<file path="config.mk">
export PLATFORM = sky130hd
export DESIGN_NAME = spi_master
export DESIGN_NICKNAME = d
export VERILOG_FILES = /design/src/rtl/spi_master.sv
export SDC_FILE = /design/constraint.sdc
export NUM_CORES = 1
export LEC_CHECK = 0
export ABC_AREA = 1
export BUFFER_PORTS_ARGS = -buffer_cell sky130_fd_sc_hd__buf_2
export CAP_MARGIN = 20
export CORE_UTILIZATION = 35
export DETAILED_ROUTE_END_ITERATION = 12
export MAX_ROUTING_LAYER = met4
export PLACE_DENSITY = 0.63
export SLEW_MARGIN = 20
export SYNTH_ARGS = -nofsm -noshare
export SYNTH_HDL_FRONTEND = slang
export SYNTH_SLANG_ARGS = --single-unit
</file>
<file path="constraint.sdc">
create_clock -name clk -period 2.8 [get_ports clk]
set_input_delay 0.56 -clock clk [delete_from_list [all_inputs] [get_ports clk]]
set_output_delay 0.56 -clock clk [all_outputs]
set_load 0.05 [all_outputs]
</file>
<file path="src/rtl/spi_master.sv">
// spi_master: mode-0 SPI initiator (CPOL=0, CPHA=0, active-low ssel),
// MSB first unless SPI_MASTER_LSB_FIRST_EN is defined (LSB first both ways).
// Ports: clk, rst (sync, active high); tx_data/tx_valid/tx_last/tx_ready
// byte stream in; rx_data/rx_valid received byte strobe; busy while a
// frame is in progress; sclk/mosi/miso/ssel SPI pins.
module spi_master #(
  parameter int CLK_DIV  = 4,
  parameter int CS_SETUP = 2,
  parameter int CS_HOLD  = 2
) (
  input  logic       clk,
  input  logic       rst,
  input  logic [7:0] tx_data,
  input  logic       tx_valid,
  input  logic       tx_last,
  output logic       tx_ready,
  output logic [7:0] rx_data,
  output logic       rx_valid,
  output logic       busy,
  output logic       sclk,
  output logic       mosi,
  input  logic       miso,
  output logic       ssel
);

  typedef enum logic [2:0] {
    IDLE,
    SETUP,
    SHIFT,
    NEXT,
    HOLD,
    GAP
  } state_e;

  localparam logic [7:0] DIV_LAST   = 8'(CLK_DIV - 1);
  localparam logic [7:0] SETUP_LAST = 8'(CS_SETUP - 1);
  localparam logic [7:0] HOLD_LAST  = 8'(CS_HOLD - 1);

  state_e     state_q, state_d;
  logic       ssel_q, ssel_d;
  logic       sclk_q, sclk_d;
  logic       mosi_q, mosi_d;
  logic       last_q, last_d;
  logic [7:0] tx_sh_q, tx_sh_d;
  logic [7:0] rx_sh_q, rx_sh_d;
  logic [7:0] rx_data_q, rx_data_d;
  logic       rx_valid_q, rx_valid_d;
  logic [7:0] div_cnt_q, div_cnt_d;
  logic [3:0] edge_cnt_q, edge_cnt_d;
  logic [7:0] cnt_q, cnt_d;

  logic       accept;
  logic       tx_first;
  logic       tx_next_bit;
  logic [7:0] tx_shifted;
  logic [7:0] rx_shifted;

  // Bit-order selection: tx_first is the first wire bit of a new byte,
  // tx_next_bit is the bit presented after the current one.
`ifdef SPI_MASTER_LSB_FIRST_EN
  assign tx_first    = tx_data[0];
  assign tx_next_bit = tx_sh_q[1];
  assign tx_shifted  = {1'b0, tx_sh_q[7:1]};
  assign rx_shifted  = {miso, rx_sh_q[7:1]};
`else
  assign tx_first    = tx_data[7];
  assign tx_next_bit = tx_sh_q[6];
  assign tx_shifted  = {tx_sh_q[6:0], 1'b0};
  assign rx_shifted  = {rx_sh_q[6:0], miso};
`endif

  assign tx_ready = ((state_q == IDLE) || (state_q == NEXT)) && !rst;
  assign accept   = tx_valid && tx_ready;
  assign busy     = (state_q != IDLE);
  assign sclk     = sclk_q;
  assign mosi     = mosi_q;
  assign ssel     = ssel_q;
  assign rx_data  = rx_data_q;
  assign rx_valid = rx_valid_q;

  always_comb begin
    state_d    = state_q;
    ssel_d     = ssel_q;
    sclk_d     = sclk_q;
    mosi_d     = mosi_q;
    last_d     = last_q;
    tx_sh_d    = tx_sh_q;
    rx_sh_d    = rx_sh_q;
    rx_data_d  = rx_data_q;
    rx_valid_d = 1'b0;
    div_cnt_d  = div_cnt_q;
    edge_cnt_d = edge_cnt_q;
    cnt_d      = cnt_q;
    unique case (state_q)
      IDLE: begin
        if (accept) begin
          tx_sh_d = tx_data;
          last_d  = tx_last;
          ssel_d  = 1'b0;
          mosi_d  = tx_first;
          cnt_d   = 8'd0;
          state_d = SETUP;
        end
      end
      SETUP: begin
        if (cnt_q == SETUP_LAST) begin
          cnt_d      = 8'd0;
          div_cnt_d  = 8'd0;
          edge_cnt_d = 4'd0;
          state_d    = SHIFT;
        end else begin
          cnt_d = cnt_q + 8'd1;
        end
      end
      SHIFT: begin
        if (div_cnt_q == DIV_LAST) begin
          div_cnt_d  = 8'd0;
          sclk_d     = !sclk_q;
          edge_cnt_d = edge_cnt_q + 4'd1;
          if (!sclk_q) begin
            rx_sh_d = rx_shifted;
          end else if (edge_cnt_q != 4'd15) begin
            tx_sh_d = tx_shifted;
            mosi_d  = tx_next_bit;
          end else begin
            // 16th toggle: byte complete, edge_cnt wraps to 0
            rx_data_d  = rx_sh_q;
            rx_valid_d = 1'b1;
            cnt_d      = 8'd0;
            state_d    = last_q ? HOLD : NEXT;
          end
        end else begin
          div_cnt_d = div_cnt_q + 8'd1;
        end
      end
      NEXT: begin
        if (accept) begin
          tx_sh_d    = tx_data;
          last_d     = tx_last;
          mosi_d     = tx_first;
          div_cnt_d  = 8'd0;
          edge_cnt_d = 4'd0;
          state_d    = SHIFT;
        end
      end
      HOLD: begin
        if (cnt_q == HOLD_LAST) begin
          ssel_d  = 1'b1;
          mosi_d  = 1'b0;
          cnt_d   = 8'd0;
          state_d = GAP;
        end else begin
          cnt_d = cnt_q + 8'd1;
        end
      end
      GAP: begin
        if (cnt_q == HOLD_LAST) begin
          cnt_d   = 8'd0;
          state_d = IDLE;
        end else begin
          cnt_d = cnt_q + 8'd1;
        end
      end
      default: begin
        state_d = IDLE;
      end
    endcase
  end

  always_ff @(posedge clk) begin
    if (rst) begin
      state_q    <= IDLE;
      ssel_q     <= 1'b1;
      sclk_q     <= 1'b0;
      mosi_q     <= 1'b0;
      last_q     <= 1'b0;
      tx_sh_q    <= 8'h00;
      rx_sh_q    <= 8'h00;
      rx_data_q  <= 8'h00;
      rx_valid_q <= 1'b0;
      div_cnt_q  <= 8'd0;
      edge_cnt_q <= 4'd0;
      cnt_q      <= 8'd0;
    end else begin
      state_q    <= state_d;
      ssel_q     <= ssel_d;
      sclk_q     <= sclk_d;
      mosi_q     <= mosi_d;
      last_q     <= last_d;
      tx_sh_q    <= tx_sh_d;
      rx_sh_q    <= rx_sh_d;
      rx_data_q  <= rx_data_d;
      rx_valid_q <= rx_valid_d;
      div_cnt_q  <= div_cnt_d;
      edge_cnt_q <= edge_cnt_d;
      cnt_q      <= cnt_d;
    end
  end

endmodule

</file>
# Word-level counts from Yosys, hierarchy flattened
# Cells that the tools add are included.
[totals] wordCells=101 inputBits=13 reg_bits=51
[classes] n_mux=38 reduce_logical=26 n_addsub=3 n_eq_ne=18 bitwise_logic=4
[op_table] cell="2-to-1 mux 8 bit" count=7
[op_table] cell="case mux 8 bit (3 select lines)" count=2
[op_table] cell="2-to-1 mux 7 bit" count=4
[op_table] cell="2-to-1 mux 3 bit" count=9
[op_table] cell="!= test 2 bit, second input constant" count=9
[op_table] cell="case mux 3 bit (6 select lines)" count=1
[op_table] cell="adder 8 x 1 -> 8 bit, second input constant" count=2
[op_table] cell="case mux 7 bit (2 select lines)" count=1
[op_table] cell="2-to-1 mux 4 bit" count=3
[op_table] cell="case mux 4 bit (3 select lines)" count=1
[op_table] cell="nonzero test 3 bit" count=4
[op_table] cell="AND reduction 5 bit" count=2
[op_table] cell="AND reduction 3 bit" count=3
[op_table] cell="equality test 8 x 1 -> 1 bit, second input constant" count=1
[op_table] cell="equality test 8 x 2 -> 1 bit, second input constant" count=1
[op_table] cell="2-to-1 mux 1 bit" count=8
[op_table] cell="AND reduction 4 bit" count=2
[op_table] cell="AND reduction 8 bit" count=1
[op_table] cell="equality test 3 x 2 -> 1 bit, second input constant" count=2
[op_table] cell="equality test 3 bit, second input constant" count=2
[op_table] cell="AND reduction 6 bit" count=1
[op_table] cell="adder 4 x 1 -> 4 bit, second input constant" count=1
[op_table] cell="!= test 4 bit, second input constant" count=1
[op_table] cell="NOT 1 bit" count=4
[op_table] cell="13 further kinds" count=17

# Logic depth before layout (Yosys ltp)
# Gate-level depths: netlist (run 1).
[depth] depth_word=6 mapped_depth=11 ltp_nobuf=10

# Worst setup path after synthesis (run 1)
# No wires, ideal clock.
[synth_path] kind="register to output" start="reg state_q[2]" end="out tx_ready" path_buffers=1 arrival_time_ns=2.013 setup_slack_ns=0.227 stages_incl_launch_ff=7 path_cell_list="dfxtp_1 > nor2_4 > nand2_1 > nand2_2 > buf_6 > clkinv_1 > nor2_1"
[synth_via] elab_chain_len=3
[synth_rtl] item="start: declaration" line="39" text="state_e state_q, state_d;"
[synth_rtl] item="start signal: assignment" line="185" text="state_q <= state_d;"
[synth_rtl] item="equality test 3 x 2 -> 1 bit or zero test 3 bit (tied branches)" line="72" text="assign tx_ready = ((state_q == IDLE) || (state_q == NEXT)) && !rst;"
[synth_rtl] item="logical OR 1 bit *" line="72"
[synth_rtl] item="logical AND 1 bit *" line="72"
[synth_rtl] item="end: declaration" line="16" text="output logic tx_ready,"
# Mark *: on every way between the ends. The rest lies on a longest branch, timed or not.

# Worst setup path after layout (run 1)
[layout_path] start="reg state_q[1]" end="out tx_ready"
# The elaborated chain is that of the path after synthesis.

==> results.cfg, run 1 <==
[sta]
fmax_ghz = 0.408
finalClockSkew_ns = 0.0113
finalHoldViolCount = 0
worst_slew_margin_rel_pct = 60.4
fin_crit_sh_pct = 87.5
setup_viol = 0
period_minus_slack_ns = 2.45
timing.setup.tns_ns = 0
worst_slew_pin_slew_ns = 0.594
grt_setup_unrepaired = no
drv_slew = 0
holdWs_ns = 0.441

[critical_path]
cpPeakStageDelay_ns = 0.40
critical_path_class = reg -> out
end_kind = primary output
worstPathMaxFanout = 11
cp_cell_sequence = inv_1 -> nand2_1 -> nand2_2 -> clkinv_1 -> nor2_1 -> buf_2
startpoint = state_q[1]
critPathSlowestCell = dfxtp_1
arrival_ns = 1.89
cp-start-kind = flop
cp.required_ns = 2.24
r2r_start = div_cnt_q[1]

[die]
die_w_um = 88.1
core_um2 = 7210
pin_count = 27
start_util_pct = 36.0
dieArea_um2 = 7770
rows = 31
die_y_um = 88.1

[grt]
grt_first_pass_wirelength_um = 9510
grt_max_degree = 32
antenna_found_initial = 0
grt_pass1_vias = 2158
overflow = 0
grt_usage_pct = 15.8

[clock_network]
cts_buffers = 5
path_clk_slew_ns = 0.10
cts_resized = 0
h-tree-depth = 2
cts_tree = built
clock_path_buffers = 2
ctsRootBufferMaster = clkbuf_8
insertion_delay_ns = 0.31
numClockSinks = 51
cts_setup_buffers = 0
cts_hold_buf = 0

[routing]
m1WireLength_um = 2640
drcViolationCount = 0
wl_per_cell_um = 11.0
first_iter_violations = 144
wirelength_um = 5570
dr.pass1.iters = 4
ant_nets = 0
vias_per_cell = 4.76
dr_total_vias = 2416
route.met3.wl_um = 180
route.met2.wl_um = 2650
top_layer_used = met4

[final_layout]
syn_to_final_growth_pct = 11.3
finalNetCount = 425
drive_above_1_share_pct = 12.2
diodes = 0

[synth]
synth.avg_cell_area_um2 = 6.76
yosysWarnings = 0
synth_seq_area_share_pct = 39.3
syn_nets = 401
syn_inst = 384
yosys.area.top_type = dfxtp_1
synth_cell_types = 30
ys_ff_latch = 51
netlist.area_leader.share_pct = 39.3
yosys-top-cells-area = dfxtp_1, nand2_1, nor2_1
syn_area_um2 = 2600

[placement]
gp_congestion = 0.862
post-dp-hpwl_um = 3970
port_buffers = 26

[power_and_ir_drop]
power.density_nw_per_um2 = 793
p_leak_nw = 1.22
total_power_mw = 2.29
max-vdd-ir-drop_mv = 0.376

[min_path]
min_from = rx_data[6]
hp-class = reg -> reg

[run_status]
status = completed

[job]
maxCapViolCount = 0
-- critical path: cells and delay by family, from the launching register on --
family                 cells  cell delay (ns)
DFF                        1             0.40
buffers and inverters      3             0.70
and+or+nand+nor            3             0.49
-- per-stage QoR --
stage | instances | util [%] | worst slack, ns | instance area (um2)
6_report | 508 | 40.1 | 0.350 | 2890
3_3_place_gp | 500 | 38.8 | 0.737 | 2800
3_5_place_dp | 500 | 38.8 | 0.685 | 2800
4_1_cts | 508 | 40.1 | 0.327 | 2890
2_1_floorplan | 384 | - | 0.227 | 2600
5_1_grt | 508 | 40.1 | 0.142 | 2890
-- report_power, final --
group | internal [mW] | switching (mW)
registers | 0.808 | 0.0722
logic | 0.282 | 0.677
clock network | 0.184 | 0.269
total | 1.27 | 1.02
-- cells in the mapped netlist --
cell	number
nand2_1	100
dfxtp_1	51
nor2_1	50
inv_1	42
a21oi_1	33
nand3_1	30
o21ai_0	25
nand4_1	7
clkbuf_1	5
nand3b_1	5
ha_1	4
nor3_1	4
buf_6	3
nor2_4	3
or2_2	3
buf_2	2
nand2_4	2
o211ai_1	2
xor2_1	2
a211oi_1	1
clkinv_1	1
inv_2	1
inv_4	1
nand2_2	1
nand3_4	1
nand4_2	1
o21ai_1	1
o21ai_2	1
o21ai_4	1
or2_1	1
-- final cells by class --
type                            count  area [um2]
Fill cell                         781        4320
Clock inverter                      3        26.3
Tap cell                           99         124
Sequential cell                    51        1020
Multi-Input combinational cell    278        1340
Inverter                           45         171
Timing Repair Buffer               27         138
Clock buffer                        5        68.8
-- per-layer routing --
| metal | vias to the layer above | GRT usage (%) |
|---|---|---|
| met4 | 0 | 5.57 |
| met5 | - | - |
| met1 | 1090 | 18.8 |
| met3 | 10 | 2.92 |
| met2 | 35 | 26.8 |
| li1 | 1281 | - |
-- sequential cells by signal (all words and copies together), names as in the netlist --
signal	flops
mosi	1
rx_valid	1
cnt_q	8
rx_data	8
edge_cnt_q	4
ssel	1
rx_sh_q	8
sclk	1
last_q	1
tx_sh_q	7
state_q	3
div_cnt_q	8
-- cell usage in the layout (no fill, tap or decap), types with 2 or more instances in the layout --
cell type  instances
nand2_1          100
dfxtp_1           51
nor2_1            50
inv_1             42
a21oi_1           33
nand3_1           30
buf_2             26
o21ai_0           25
nand4_1            7
nand3b_1           5
clkbuf_8           5
nor3_1             4
ha_1               4
nor2_4             3
or2_2              3
nand2_4            2
xor2_1             2
o211ai_1           2
inv_6              2
-- final timing paths --
kind	end	slack, ns	cells after the start
worst max register to register	tx_sh_q[6]	0.92	8
worst min register to register	rx_data[6]	0.44	2
worst min-delay path	rx_data[6]	0.44	2
worst max-delay path	tx_ready	0.35	6
-- kinds of logic (layout without fill, tap and decap cells) --
logic type | after synthesis | in the layout | synth area share, %
simple gates | 208 | 208 | 35.9
buf+inv | 55 | 80 | 9.01
compound gates | 64 | 64 | 13.2
fa+ha+maj | 4 | 4 | 1.93
flops | 51 | 51 | 39.3
xor+xnor | 2 | 2 | 0.674
No activity file was read; power rests on OpenSTA's default activity.
==> run 2, diff against run 1 <==
Settings changed: CORE_MARGIN set to 2, PLACE_DENSITY 0.63 to 0.65.
Clock period 2.8 ns to 2.25 ns, I/O delays scaled along.
==> run 2 against run 1 <==
  * Global-route usage decreased by 1.7 points
  * Core utilization increased by 0.59 points
  * Sequential share of layout area decreased by 0.51 points
  * Die area increased by 4.6%
  * Final cell count increased by 0.98%
  * Worst hold slack got worse by 0.024 ns
  * Register-to-register slack got worse by 0.49 ns
  * Count of clock-buffer cells in the layout unchanged
  * Sequential power increased by 24%
  * Total power increased by 26%
  * Setup slack got worse by 0.20 ns
  * Combinational power increased by 31%
  * Largest power group unchanged
==> results.cfg, run 2 (same netlist as run 1, synthesis figures left out) <==
[clock_network]
cts_setup_buffers = 0
cts_hold_buf = 0
h-tree-depth = 2
cts_tree = built
clock_path_buffers = 2
ctsRootBufferMaster = clkbuf_8
numClockSinks = 51
cts_buffers = 5
insertion_delay_ns = 0.31
path_clk_slew_ns = 0.10

[power_and_ir_drop]
power.density_nw_per_um2 = 988
p_switching_mw = 1.27
power_frac_clock_pct = 18.6
max-vdd-ir-drop_mv = 0.748
combPwrFrac_pct = 43.6
p_leak_nw = 1.24
power_frac_seq_pct = 37.8
p_sw_share_pct = 43.9
p_int_mw = 1.63

[final_layout]
multi_input_area_um2 = 1350
post-route-util_pct = 40.7
layout_common_cells = nand2_1, dfxtp_1, nor2_1, inv_1, a21oi_1
final_common_cell = nand2_1
diodes = 0
finalNetCount = 430
stdcell_count = 513
drive_above_1_share_pct = 13.5
syn_to_final_growth_pct = 13.0
ff_latch_area_um2 = 1020
nFillCells = 771

[routing]
wl_per_cell_um = 10.7
ant_nets = 0
drcViolationCount = 0
dr_total_vias = 2433
dr.pass1.iters = 5
wirelength_um = 5470
first_iter_violations = 99
vias_per_cell = 4.74

[sta]
fin_crit_sh_pct = 93.3
grt_setup_unrepaired = no
finalHoldViolCount = 0
period_minus_slack_ns = 2.10
worst_slew_pin_slew_ns = 0.523
drv_slew = 0
finalClockSkew_ns = 0.00747
worst_slew_margin_rel_pct = 65.2
setup_viol = 0
fmax_ghz = 0.477
timing.setup.tns_ns = 0
holdWs_ns = 0.417

[grt]
met3_usage_pct = 2.18
top_usage_layer = met2
grt_pass1_vias = 2250
grt_usage_pct = 14.1
grt_first_pass_wirelength_um = 9540
grt_max_degree = 32
overflow = 0
met1_usage_pct = 16.8
antenna_found_initial = 0
use_met2_pct = 23.9

[die]
dieArea_um2 = 8130
core_um2 = 7210
pin_count = 27
start_util_pct = 36.0
rows = 31
die_y_um = 90.1
die_w_um = 90.1

[critical_path]
critical_path_class = reg -> out
cp-start-kind = flop
end_kind = primary output
cp.required_ns = 1.80
arrival_ns = 1.65
worstPathMaxFanout = 11
critPathSlowestCell = dfxtp_1
cpPeakStageDelay_ns = 0.39
cp_cell_sequence = inv_1 -> nand2_1 -> nand2_4 -> clkinv_1 -> nor2_2 -> buf_2

[placement]
gp_congestion = 0.975
post-dp-hpwl_um = 4020
port_buffers = 26
place_inst = 505

[run_status]
status = completed

[min_path]
hp-class = in -> reg

[job]
maxCapViolCount = 0
==> run 2: power groups by stage <==
stage                     sequential [mW]  combinational [mW]  clock, mW
final                                1.09                1.26      0.539
after global routing                 1.11                1.41      0.600
after CTS                            1.09                1.25      0.559
after detailed placement             1.11                1.25          0
after global placement               1.11                1.25          0
after floorplan                      1.13               0.942          0
==> run 2: cell type report <==
class / instances / share of cell area [%]
sequential: 51 / 34.8
tap: 99 / 4.22
multi-input combinational: 278 / 46.0
inverter: 45 / 5.84
timing repair buffer: 32 / 5.97
clock inverter: 3 / 0.810
clock buffer: 5 / 2.35
==> run 2: critical path: cells and delay by family, from the launching register on <==
family | cells | cell delay [ns]
buffers and inverters | 3 | 0.55
DFF | 1 | 0.39
and+or+nand+nor | 3 | 0.40
==> run 2: final timing paths <==
| path | to | cells past startpoint | slack (ns) | startpoint |
|---|---|---|---|---|
| worst max-delay path | tx_ready | 6 | 0.15 | state_q[1] |
| worst min-delay path | rx_sh_q[0] | 3 | 0.42 | miso |
| worst max register to register | rx_data[3] | 7 | 0.43 | state_q[2] |
| worst min register to register | rx_data[6] | 2 | 0.44 | rx_data[6] |
==> run 2: through the flow <==
stage               cell area, um2  setup WS, ns  total power [mW]
floorplan                     2600       0.00422              2.07
global placement              2840         0.478              2.36
detailed placement            2840         0.412              2.36
CTS                           2930        0.0946              2.90
global route                  2930        0.0232              3.12
finish                        2930         0.152              2.90
==> run 2: layer usage <==
layer  up-vias  routed length [um]
met2        56                2630
met3         8                 212
met1      1074                2550
met4         0                  78
li1       1295                   -
met5         -                   0
==> run 2: what timing repair did <==
item / 4_1_cts / 5_1_grt
resized for setup: 0 / 1
hold endpoints to repair: 0 / 0
setup endpoints to repair: 0 / 1
